## src/rtl/apb_pkg.sv

```systemverilog
// apb_pkg: shared FSM state, bus width default and response encodings for the APB completer
package apb_pkg;
  localparam int DEF_WIDTH = 16;
  typedef enum logic [1:0] {IDLE, WAIT, DONE} state_e;
  localparam logic RESP_OKAY = 1'b0;
  localparam logic RESP_ERROR = 1'b1;
endpackage

```

## src/rtl/apb_completer_regs.sv

```systemverilog
// apb_completer_regs: word storage with a read-only transfer counter in the top slot
module apb_completer_regs
  import apb_pkg::*;
#(
  parameter int WIDTH = DEF_WIDTH,
  parameter int DEPTH = 16
) (
  input  logic                     pclk,
  input  logic                     preset_n,
  input  logic                     we,
  input  logic [$clog2(DEPTH)-1:0] waddr,
  input  logic [WIDTH-1:0]         wdata,
  input  logic                     inc,
  input  logic [$clog2(DEPTH)-1:0] raddr,
  output logic [WIDTH-1:0]         rdata
);
  localparam int AW = $clog2(DEPTH);
  logic [WIDTH-1:0] mem_q [DEPTH];
  logic [WIDTH-1:0] mem_d [DEPTH];
  logic [WIDTH-1:0] cnt_q, cnt_d;
  // the top slot is never written; reads of it return the counter instead
  always_comb begin
    mem_d = mem_q;
    if (we && waddr != AW'(DEPTH - 1)) mem_d[waddr] = wdata;
    cnt_d = inc ? cnt_q + 1'b1 : cnt_q;
    rdata = raddr == AW'(DEPTH - 1) ? cnt_q : mem_q[raddr];
  end
  always_ff @(posedge pclk or negedge preset_n)
    if (!preset_n) begin
      for (int i = 0; i < DEPTH; i++) mem_q[i] <= '0;
      cnt_q <= '0;
    end else begin
      mem_q <= mem_d;
      cnt_q <= cnt_d;
    end
endmodule

```

## src/rtl/apb_completer.sv

```systemverilog
// apb_completer: APB register completer with configurable wait states and registered response
module apb_completer
  import apb_pkg::*;
#(
  parameter int WIDTH       = DEF_WIDTH,
  parameter int DEPTH       = 16,
  parameter int WAIT_STATES = 0
) (
  input  logic             pclk,
  input  logic             preset_n,
  input  logic             psel,
  input  logic             penable,
  input  logic             pwrite,
  input  logic [WIDTH-1:0] paddr,
  input  logic [WIDTH-1:0] pwdata,
  output logic             pready,
  output logic [WIDTH-1:0] prdata,
  output logic             pslverr
);
  localparam int AW = $clog2(DEPTH);
  localparam logic [2:0] WAIT_LOAD = 3'(WAIT_STATES > 0 ? WAIT_STATES - 1 : 0);
  state_e state_q, state_d;
  logic [2:0] wait_q, wait_d;
  logic [WIDTH-1:0] addr_q, addr_d, wdata_q, wdata_d, prdata_q, prdata_d, rdata;
  logic write_q, write_d, pready_q, pready_d, pslverr_q, pslverr_d;
  logic setup, err, to_done, commit;
  // response is computed from the address about to be held, so zero wait states still lands one cycle after setup
  always_comb begin
    setup = state_q == IDLE && psel && !penable;
    addr_d = setup ? paddr : addr_q;
    write_d = setup ? pwrite : write_q;
    wdata_d = setup ? pwdata : wdata_q;
    err = addr_d >= WIDTH'(DEPTH) || (write_d && addr_d == WIDTH'(DEPTH - 1));
    state_d = state_q == IDLE ? (setup ? (WAIT_STATES > 0 ? WAIT : DONE) : IDLE)
            : state_q == WAIT ? (!psel ? IDLE : wait_q == 3'd0 ? DONE : WAIT)
            : IDLE;
    wait_d = setup ? WAIT_LOAD : (state_q == WAIT && wait_q != 3'd0) ? wait_q - 3'd1 : wait_q;
    to_done = state_d == DONE;
    pready_d = to_done;
    pslverr_d = (to_done && err) ? RESP_ERROR : RESP_OKAY;
    prdata_d = (to_done && !write_d && !err) ? rdata : '0;
    commit = state_q == DONE && psel && penable && pslverr_q == RESP_OKAY;
  end
  always_ff @(posedge pclk or negedge preset_n)
    if (!preset_n) begin
      state_q   <= IDLE;
      wait_q    <= '0;
      addr_q    <= '0;
      wdata_q   <= '0;
      write_q   <= 1'b0;
      pready_q  <= 1'b0;
      pslverr_q <= 1'b0;
      prdata_q  <= '0;
    end else begin
      state_q   <= state_d;
      wait_q    <= wait_d;
      addr_q    <= addr_d;
      wdata_q   <= wdata_d;
      write_q   <= write_d;
      pready_q  <= pready_d;
      pslverr_q <= pslverr_d;
      prdata_q  <= prdata_d;
    end
  apb_completer_regs #(.WIDTH(WIDTH), .DEPTH(DEPTH)) u_regs (
    .pclk     (pclk),
    .preset_n (preset_n),
    .we       (commit && write_q),
    .waddr    (addr_q[AW-1:0]),
    .wdata    (wdata_q),
    .inc      (commit),
    .raddr    (addr_d[AW-1:0]),
    .rdata    (rdata)
  );
  assign pready  = pready_q;
  assign pslverr = pslverr_q;
  assign prdata  = prdata_q;
endmodule

```

## config.mk

```make
export PLATFORM = sky130hd
export DESIGN_NAME = apb_completer
export DESIGN_NICKNAME = d
export VERILOG_FILES = /design/src/rtl/apb_pkg.sv /design/src/rtl/apb_completer_regs.sv /design/src/rtl/apb_completer.sv
export SDC_FILE = /design/constraint.sdc
export NUM_CORES = 1
export LEC_CHECK = 0
export BUFFER_PORTS_ARGS = -buffer_cell sky130_fd_sc_hd__buf_4
export CORE_MARGIN = 10
export CORE_UTILIZATION = 25
export DETAILED_ROUTE_END_ITERATION = 16
export PLACE_DENSITY = 0.47
export SYNTH_ARGS = -nofsm -noshare
export SYNTH_HDL_FRONTEND = slang
export SYNTH_SLANG_ARGS = --single-unit
```

## constraint.sdc

```tcl
create_clock -name pclk -period 3.5 [get_ports pclk]
set_input_delay 0.175 -clock pclk [delete_from_list [all_inputs] [get_ports pclk]]
set_output_delay 0.175 -clock pclk [all_outputs]
set_load 0.005 [all_outputs]
```

# == Word-level counts from Yosys, hierarchy flattened ==
# Index checks and enable logic that the tools add are counted.
# word_totals
register_bits,328
output_inout_bits,18
wordCells,79
# op_classes
n_addsub,2
magnitude_cmp,4
n_eq_ne,6
n_mux,18
n_bitwise,3
n_reduce_logical,21
# op_table
cell,count
$bwmux W256,1
$mux W16,6
$bmux W16 S4,1
$demux W16 S4,1
$add A16 B1 Y16 const B,1
$eq A16 B4 Y1 const B,1
$ge A16 B5 Y1 const B,1
$logic_and A1 B1 Y1,13
$ge A5 B5 Y1 const B,2
$mux W2,5
$not A4 Y5,2
$mux W3,2
$lt A5 B1 Y1 const B,1
$eq A2 B2 Y1 const B,2
$eq A4 B4 Y1 const B,1
$ne A4 B4 Y1 const B,1
$logic_not A1 Y1,3
$logic_not A3 Y1,1
$reduce_bool A3 Y1,1
$sub A3 B1 Y3 const B,1
$eq A2 B1 Y1 const B,1
$logic_not A2 Y1,1
$mux W1,2
$reduce_bool A2 Y1,1
2 further kinds,2

# == Depth between registers and ports, before layout ==
# Gate-level depths: netlist of run 1.
# logic_depth
depth_word,10
ltp_mapped,9
ltp_nobuf,7

# == By module ==
# From an unflattened synthesis of run 1, not the netlist that was laid out.
# unflattened
hier_cells,967
hier_area_um2,14002.2
# modules_own_cells
mod,n_inst,cells_each,area_each_um2,seq_area_each_um2
apb_completer_regs,1,817,11816.3,6406.1
apb_completer,1,150,2185.8,1401.3

# == Least setup slack after synthesis of run 1 ==
# No wires, ideal clock.
# synth_timing
path_kind,register to register
from,register state_q[1]
to,register prdata_q[13] (netlist: prdata[13])
t_arrival_ns,2.415
t_required_ns,3.404
setup_slack_ns,0.989
stages_incl_launch_ff,9
n_path_buf,2
period_less_slack_ns,2.511
path_cell_list,dfrtp_1 or4b_4 buf_6 mux2_4 nor4_2 a21boi_2 nand3_2 buf_6 nor4_2
# synth_via
elab_chain_len,10
# synth_lines
element,line,rtl
start: declaration,apb_completer.sv:22,"state_e state_q, state_d;"
start signal: assignment,apb_completer.sv:55,state_q <= state_d;
$logic_not A2 Y1 *,apb_completer.sv:29,setup = state_q == IDLE && psel && !penable;
$logic_and A1 B1 Y1 * (2 in a row),apb_completer.sv:29,
$mux W16 *,apb_completer.sv:30,addr_d = setup ? paddr : addr_q;
named net addr_d[10],apb_completer.sv:24,"logic [WIDTH-1:0] addr_q, addr_d, wdata_q, wdata_d, prdata_q, prdata_d, rdata;"
"parallel branches: the longest is 2 deep, another holds $ge A16 B5 Y1",--,
$logic_or A1 B1 Y1 *,apb_completer.sv:33,err = addr_d >= WIDTH'(DEPTH) || (write_d && addr_d == WIDTH'(DEPTH - 1));
$logic_not A1 Y1 *,apb_completer.sv:41,prdata_d = (to_done && !write_d && !err) ? rdata : '0;
$logic_and A1 B1 Y1 *,apb_completer.sv:41,
$mux W16 *,apb_completer.sv:41,
named net prdata_d[13],apb_completer.sv:24,
end signal: assignment,apb_completer.sv:62,prdata_q <= prdata_d;
end: declaration,apb_completer.sv:24,
# Mark *: on every way through the listed nets, which the timed path passes. The select of a mux whose other input is x is not followed.
# A chain may end at the register's enable or synchronous reset.

# == Worst setup path after layout of run 1 ==
# layout_timing
from,register state_q[1]
to,register prdata_q[6] (netlist: prdata[6])
# layout_via
elab_chain_len,10
# layout_lines
element,line
$logic_not A2 Y1 *,apb_completer.sv:29
$logic_and A1 B1 Y1 * (2 in a row),apb_completer.sv:29
$mux W16 *,apb_completer.sv:30
named net addr_d[1],apb_completer.sv:24
"parallel branches: the longest is 5 deep, another holds $ge A16 B5 Y1",--
$mux W16 *,apb_completer.sv:41
named net prdata_d[6],apb_completer.sv:24
# Marks and branches as above.

==> impl_metrics.ini, run 1 <==
[run_status]
status = completed

[synth]
synthCells = 1231
synth_area_leaders = dfrtp_1 (57%), mux2_2 (19%), nand2_1 (6.9%)
ys_warn_count = 0
synth.avg_cell_area_um2 = 11.7
synth-seq-cells = 327
synth_cell_types = 44
post-synth-top-area-fraction_pct = 56.8
synth_compound_area_share_pct = 3.67
yosys.area_share.simple_pct = 13.3
synth_most_common_cell = dfrtp_1
synth_area_leader_cell = dfrtp_1
syn-cell-area_um2 = 14400
synthXorXnorAreaFrac_pct = 1.03
synth_nets = 1271
synthArstFlopShare_pct = 100
synth_edf_count = 0
yosysSeqAreaShare_pct = 56.8
synth_top_family_by_area = multiplexers
synth-main-ff-cell = dfrtp_1
synthAdderAreaFrac_pct = 0.261
synthMuxAreaShare_pct = 22.0
yosys-top-cells-count = dfrtp_1 (327), nand2_1 (265), mux2_2 (244)

[cells_and_area]
areaGrowthSynthToFinish_pct = 20.3
diodes = 0
layout.cells.non_filler = 2080
seq_area_um2 = 8180
multi_input_area_um2 = 5870
nets = 1340
final_core_util_pct = 30.5
drive_above_1_share_pct = 33.1
fillers = 5740

[timing]
finalSetupTns_ns = 0
clock_skew_ns = 0.0201
slew_viol_final = 0
rsz0062_at_grt = no
setup_viol = 0
worst_pin_slew_ns = 0.789
period_minus_slack_ns = 3.09
layout_setup_ws_ns = 0.413
clock.fmax_ghz = 0.324
slew_headroom_pct = 47.4
hold_viol_final = 0
post-route-period-util_pct = 88.2

[worst_setup_path]
startpoint_type = flop
cp.arrival_ns = 3.48
crit_start = state_q[1]$_DFF_PN0_
worstSetupPathType = flop to flop
end_kind = flop
r2r_slack_ns = 0.41
ff2ff_path_depth = 9
required_ns = 3.89
r2r-start = state_q[1]$_DFF_PN0_
path_max_fanout = 24

[place]
place_ws_ns = 0.407
io_buffer_count = 54
hpwl_um = 25100
gp_congestion = 0.763
placed_cells = 1985

[flow_run]
cap_violations = 0

[pwr]
p_clk_share_pct = 39.9
peakVddDrop_uv = 337
switching_share_pct = 27.9
p_int_mw = 6.61
p_comb_share_pct = 13.5
total_power_mw = 9.16
p_leak_nw = 7.97
p_per_area_nw_per_um2 = 529
switching_power_mw = 2.55
seqPwrFrac_pct = 46.6

[floorplanning]
die_x_um = 260
die_h_um = 260
die_area_um2 = 67600
core_area_um2 = 56700
io_pins = 55
rows = 87
start_util_pct = 25.4

[drt]
drtIter0Drc = 624
post_drt_wl_per_cell_um = 19.9
first_pass_iters = 4
num_vias = 9575
ant_nets = 0
wirelength_um = 41500
drc = 0
avgViaCountPerCell = 4.60

[global_routing]
grt_util_all_layers_pct = 12.3
grt-busiest-layer = met2
met1_usage_pct = 16.8
use_met3_pct = 2.03
grt_max_degree = 87
antenna_found_initial = 0
grt_pass1_vias = 10008
grt_pass1_wl_um = 64100
grt_overflow_total = 0
use_met2_pct = 19.6

[min_path]
holdPathStages = 4
holdCritStartpoint = paddr[2]
min_path_type = input port to flop

[cts]
cts_setup_buffers = 0
cts_buffer_depth = 3
cts-htree-levels = 2
clk_pin_slew_worst_paths_ns = 0.06
numCtsBuffers = 37
cts_tree = yes
clk_latency_ns = 0.53
cts_root_buf = clkbuf_16
clock_sinks = 327
-- worst max-delay path, stage by stage, from the launching register on --
cell,delay (ns)
dfrtp_1,0.45
nor4b_4,0.38
buf_4,0.24
mux2i_1,0.58
inv_1,0.26
nor2_2,0.18
buf_4,0.38
a32oi_1,0.17
a31oi_1,0.25
nor4_2,0.07
-- metal layers --
| metal | wire length [um] | up-vias |
|---|---|---|
| li1 | - | 4408 |
| met1 | 19700 | 4935 |
| met2 | 19100 | 175 |
| met3 | 1620 | 57 |
| met4 | 1030 | 0 |
| met5 | 0 | - |
-- cell families (layout without fill, tap and decap cells) --
kind of cell	Yosys count	after routing
AND/OR/NAND/NOR	425	425
AO/OA/AOI/OAI	71	71
buffers and inverters	106	199
flip-flops	327	327
adder cells (fa/ha/maj)	3	3
multiplexers	282	282
XOR/XNOR	17	17
-- cell usage in the layout, fill, tap and decap left out, types with 5 or more instances in the layout --
cell,Yosys,routed
a31oi_1,32,32
a32oi_1,30,30
buf_12,0,9
buf_4,0,87
clkbuf_1,78,7
clkbuf_16,0,37
clkbuf_8,0,9
clkinv_2,0,9
dfrtp_1,327,327
dlygate4sd3_1,0,32
inv_1,6,6
mux2_2,244,244
mux2i_1,34,33
nand2_1,265,265
nand3_1,70,70
nand4_1,5,5
nor2_1,40,26
nor2_2,1,14
nor4_1,10,10
nor4_2,10,10
xnor2_1,9,9
xor2_1,8,8
-- per-stage QoR --
stage	cell area [um2]	hold WS, ns
floorplan	14400	-0.121
global placement	15900	0.246
detailed placement	15900	0.250
CTS	17300	0.151
global route	17300	0.175
finish	17300	0.173
-- final timing paths --
| path | end |
|---|---|
| min | addr_q[2]$_DFF_PN0_ |
| max | prdata[6]$_DFF_PN0_ |
| min reg2reg | u_regs.mem_q[11]$_DFFE_PN0P_ |
| max in group asynchronous | prdata[1]$_DFF_PN0_ |
| max reg2reg | prdata[6]$_DFF_PN0_ |
| min in group asynchronous | u_regs.mem_q[226]$_DFFE_PN0P_ |
-- registers in the layout (all words and copies together) (netlist names) --
signal and cells:
addr_q 16, wdata_q 16, wait_q 3, write_q 1
u_regs.cnt_q 16, pslverr 1, prdata 16, pready 1
state_q 2, u_regs.mem_q 255
-- layout make-up --
type	count	area share, %
clock inverter	10	0.303
tap	756	5.46
timing repair buffer	129	6.75
multi-input combinational	798	33.9
sequential	327	47.2
inverter	7	0.166
clock buffer	53	6.21
-- timing repair --
item                                    4_1_cts  5_1_grt
endpoints found under the hold margin       115        0
hold buffers                                 32        0
endpoints found under the setup margin        0        0
gates resized for setup                       0        0
-- power groups by stage --
| stage | logic [mW] | registers, mW | clock network [mW] |
|---|---|---|---|
| after floorplan | 0.791 | 4.18 | 0 |
| after global placement | 1.20 | 4.33 | 0 |
| after detailed placement | 1.22 | 4.33 | 0 |
| after CTS | 1.25 | 4.27 | 3.77 |
| after global routing | 1.36 | 4.30 | 3.93 |
| final | 1.23 | 4.27 | 3.66 |
(Power assumes the default switching activity.)
==> inputs of run 2 (changes only) <==
--- a/config.mk
+++ b/config.mk
@@ -9,7 +9,8 @@
 export CORE_MARGIN = 10
 export CORE_UTILIZATION = 25
 export DETAILED_ROUTE_END_ITERATION = 16
-export PLACE_DENSITY = 0.47
+export PLACE_DENSITY_LB_ADDON = 0.2
+export RECOVER_POWER = 50
 export SYNTH_ARGS = -nofsm -noshare
 export SYNTH_HDL_FRONTEND = slang
 export SYNTH_SLANG_ARGS = --single-unit
==> constraint.sdc (replaced) <==
create_clock -name pclk -period 3.8 [get_ports pclk]
set_input_delay 0.19 -clock pclk [delete_from_list [all_inputs] [get_ports pclk]]
set_output_delay 0.19 -clock pclk [all_outputs]
set_load 0.005 [all_outputs]
==> impl_metrics.ini, run 2 (synthesized netlist as in run 1, its figures left out) <==
[run_status]
status = finished with violations
violations = max-capacitance violations, max-slew violations

[place]
gp_congestion = 0.737
placed_cells = 1989
place_ws_ns = 0.854
hpwl_um = 26500
io_buffer_count = 54
post_dp_cell_area_um2 = 15900

[cells_and_area]
layout.cells.non_filler = 2085
nets = 1344
diodes = 0
layout_commonest_cell = dfrtp_1
final_core_util_pct = 30.6
fillers = 5761
fin_area_um2 = 17400
areaGrowthSynthToFinish_pct = 20.5
registers.top_by_ff_count = u_regs.mem_q
largest_reg_flops = 255
drive_above_1_share_pct = 32.4
layout_common_cells = dfrtp_1 (327), nand2_1 (265), mux2_2 (244)

[timing]
hold_viol_final = 0
setup_viol = 0
slew_headroom_pct = -56.8
post-route-period-util_pct = 78.9
clock_skew_ns = 0.0228
worst_pin_slew_ns = 2.35
period_minus_slack_ns = 3.00
rsz0062_at_grt = no
clock.fmax_ghz = 0.333
layout_setup_ws_ns = 0.800
finalSetupTns_ns = 0
hold_slack_ns = 0.115
slew_viol_final = 87

[drt]
num_vias = 9667
drc = 0
wirelength_um = 42700
post_drt_wl_per_cell_um = 20.5
ant_nets = 0
first_pass_iters = 5
drtIter0Drc = 491
avgViaCountPerCell = 4.64

[flow_run]
cap_violations = 1

[cts]
clock_sinks = 327
cts_root_buf = clkbuf_16
cts_tree = yes
cts-htree-levels = 2
cts_buffer_depth = 3
clk_pin_slew_worst_paths_ns = 0.06
numCtsBuffers = 38
clk_latency_ns = 0.55
cts_setup_buffers = 0

[worst_setup_path]
crit_chain = nand4b_1 -> nor2_1 -> nand4b_1 -> nor2_2 -> buf_4 -> mux2_2
startpoint_type = flop
slowest_delay_ns = 0.67
worstSetupPathType = flop to flop
path_common_cell = nand4b_1
critPathSlowestCell = nor2_2
cp_num_buf_inv = 1
end_kind = flop
required_ns = 4.21
cp.arrival_ns = 3.41
cp_top_family = simple AND/OR/NAND/NOR gates
path_max_fanout = 10

[pwr]
p_per_area_nw_per_um2 = 500
total_power_mw = 8.68
peakVddDrop_uv = 370
p_leak_nw = 7.96

[floorplanning]
die_area_um2 = 67600
die_h_um = 260
rows = 87
core_area_um2 = 56700
die_x_um = 260
start_util_pct = 25.4
io_pins = 55

[global_routing]
grt_util_all_layers_pct = 12.8
grt_max_degree = 98
grt_pass1_vias = 10168
grt_overflow_total = 0
antenna_found_initial = 0
grt_pass1_wl_um = 65900

[min_path]
min_path_type = input port to flop
run 2: path summary, 6_finish.rpt:
check / startpoint / end / slack, ns / cells past startpoint
worst max-delay path: state_q[0]$_DFF_PN0_ / u_regs.mem_q[102]$_DFFE_PN0P_ / 0.80 / 6
min in group asynchronous: preset_n / u_regs.mem_q[83]$_DFFE_PN0P_ / 0.89 / 2
worst min-delay path: penable / pready$_DFF_PN0_ / 0.11 / 4
worst min register to register: u_regs.mem_q[7]$_DFFE_PN0P_ / u_regs.mem_q[7]$_DFFE_PN0P_ / 0.37 / 0
max in group asynchronous: preset_n / u_regs.mem_q[126]$_DFFE_PN0P_ / 0.98 / 3
worst max register to register: state_q[0]$_DFF_PN0_ / u_regs.mem_q[102]$_DFFE_PN0P_ / 0.80 / 6
run 2: worst reg2reg max path, delay by kind of cell (launching register included):
family                 cells  cell delay [ns]
buffers and inverters      1             0.33
flip-flops                 1             0.44
multiplexers               1             0.35
AND/OR/NAND/NOR            4             1.75
run 2: routing by layer:
metal  up-vias  wire [um]  global-route usage (%)
li1       4439          -                       -
met1      5001      19800                    17.0
met2       154      20000                    20.6
met3        73       1590                    1.99
met4         0       1280                    4.73
met5         -          0                       0
run 2: final cells by class:
cell class                      instances  area, um2  share of cell area, %
Tap cell                              756        946                   5.45
Timing Repair Buffer                  132       1120                   6.44
Inverter                                7       28.8                  0.166
Clock buffer                           56       1140                   6.57
Multi-Input combinational cell        798       5870                   33.8
Clock inverter                          9       76.3                  0.440
Sequential cell                       327       8180                   47.1
run 2: repair_timing:
| item | CTS | global route |
|---|---|---|
| endpoints found under the hold margin | 116 | 0 |
| hold buffers | 31 | 0 |
| resized for setup | 0 | 0 |
run 2: power by group:
part	internal, mW	leakage (nW)	switching, mW
combinational	0.443	2.87	0.707
sequential	3.69	4.48	0.257
clock	2.14	0.603	1.45
total	6.27	7.96	2.41
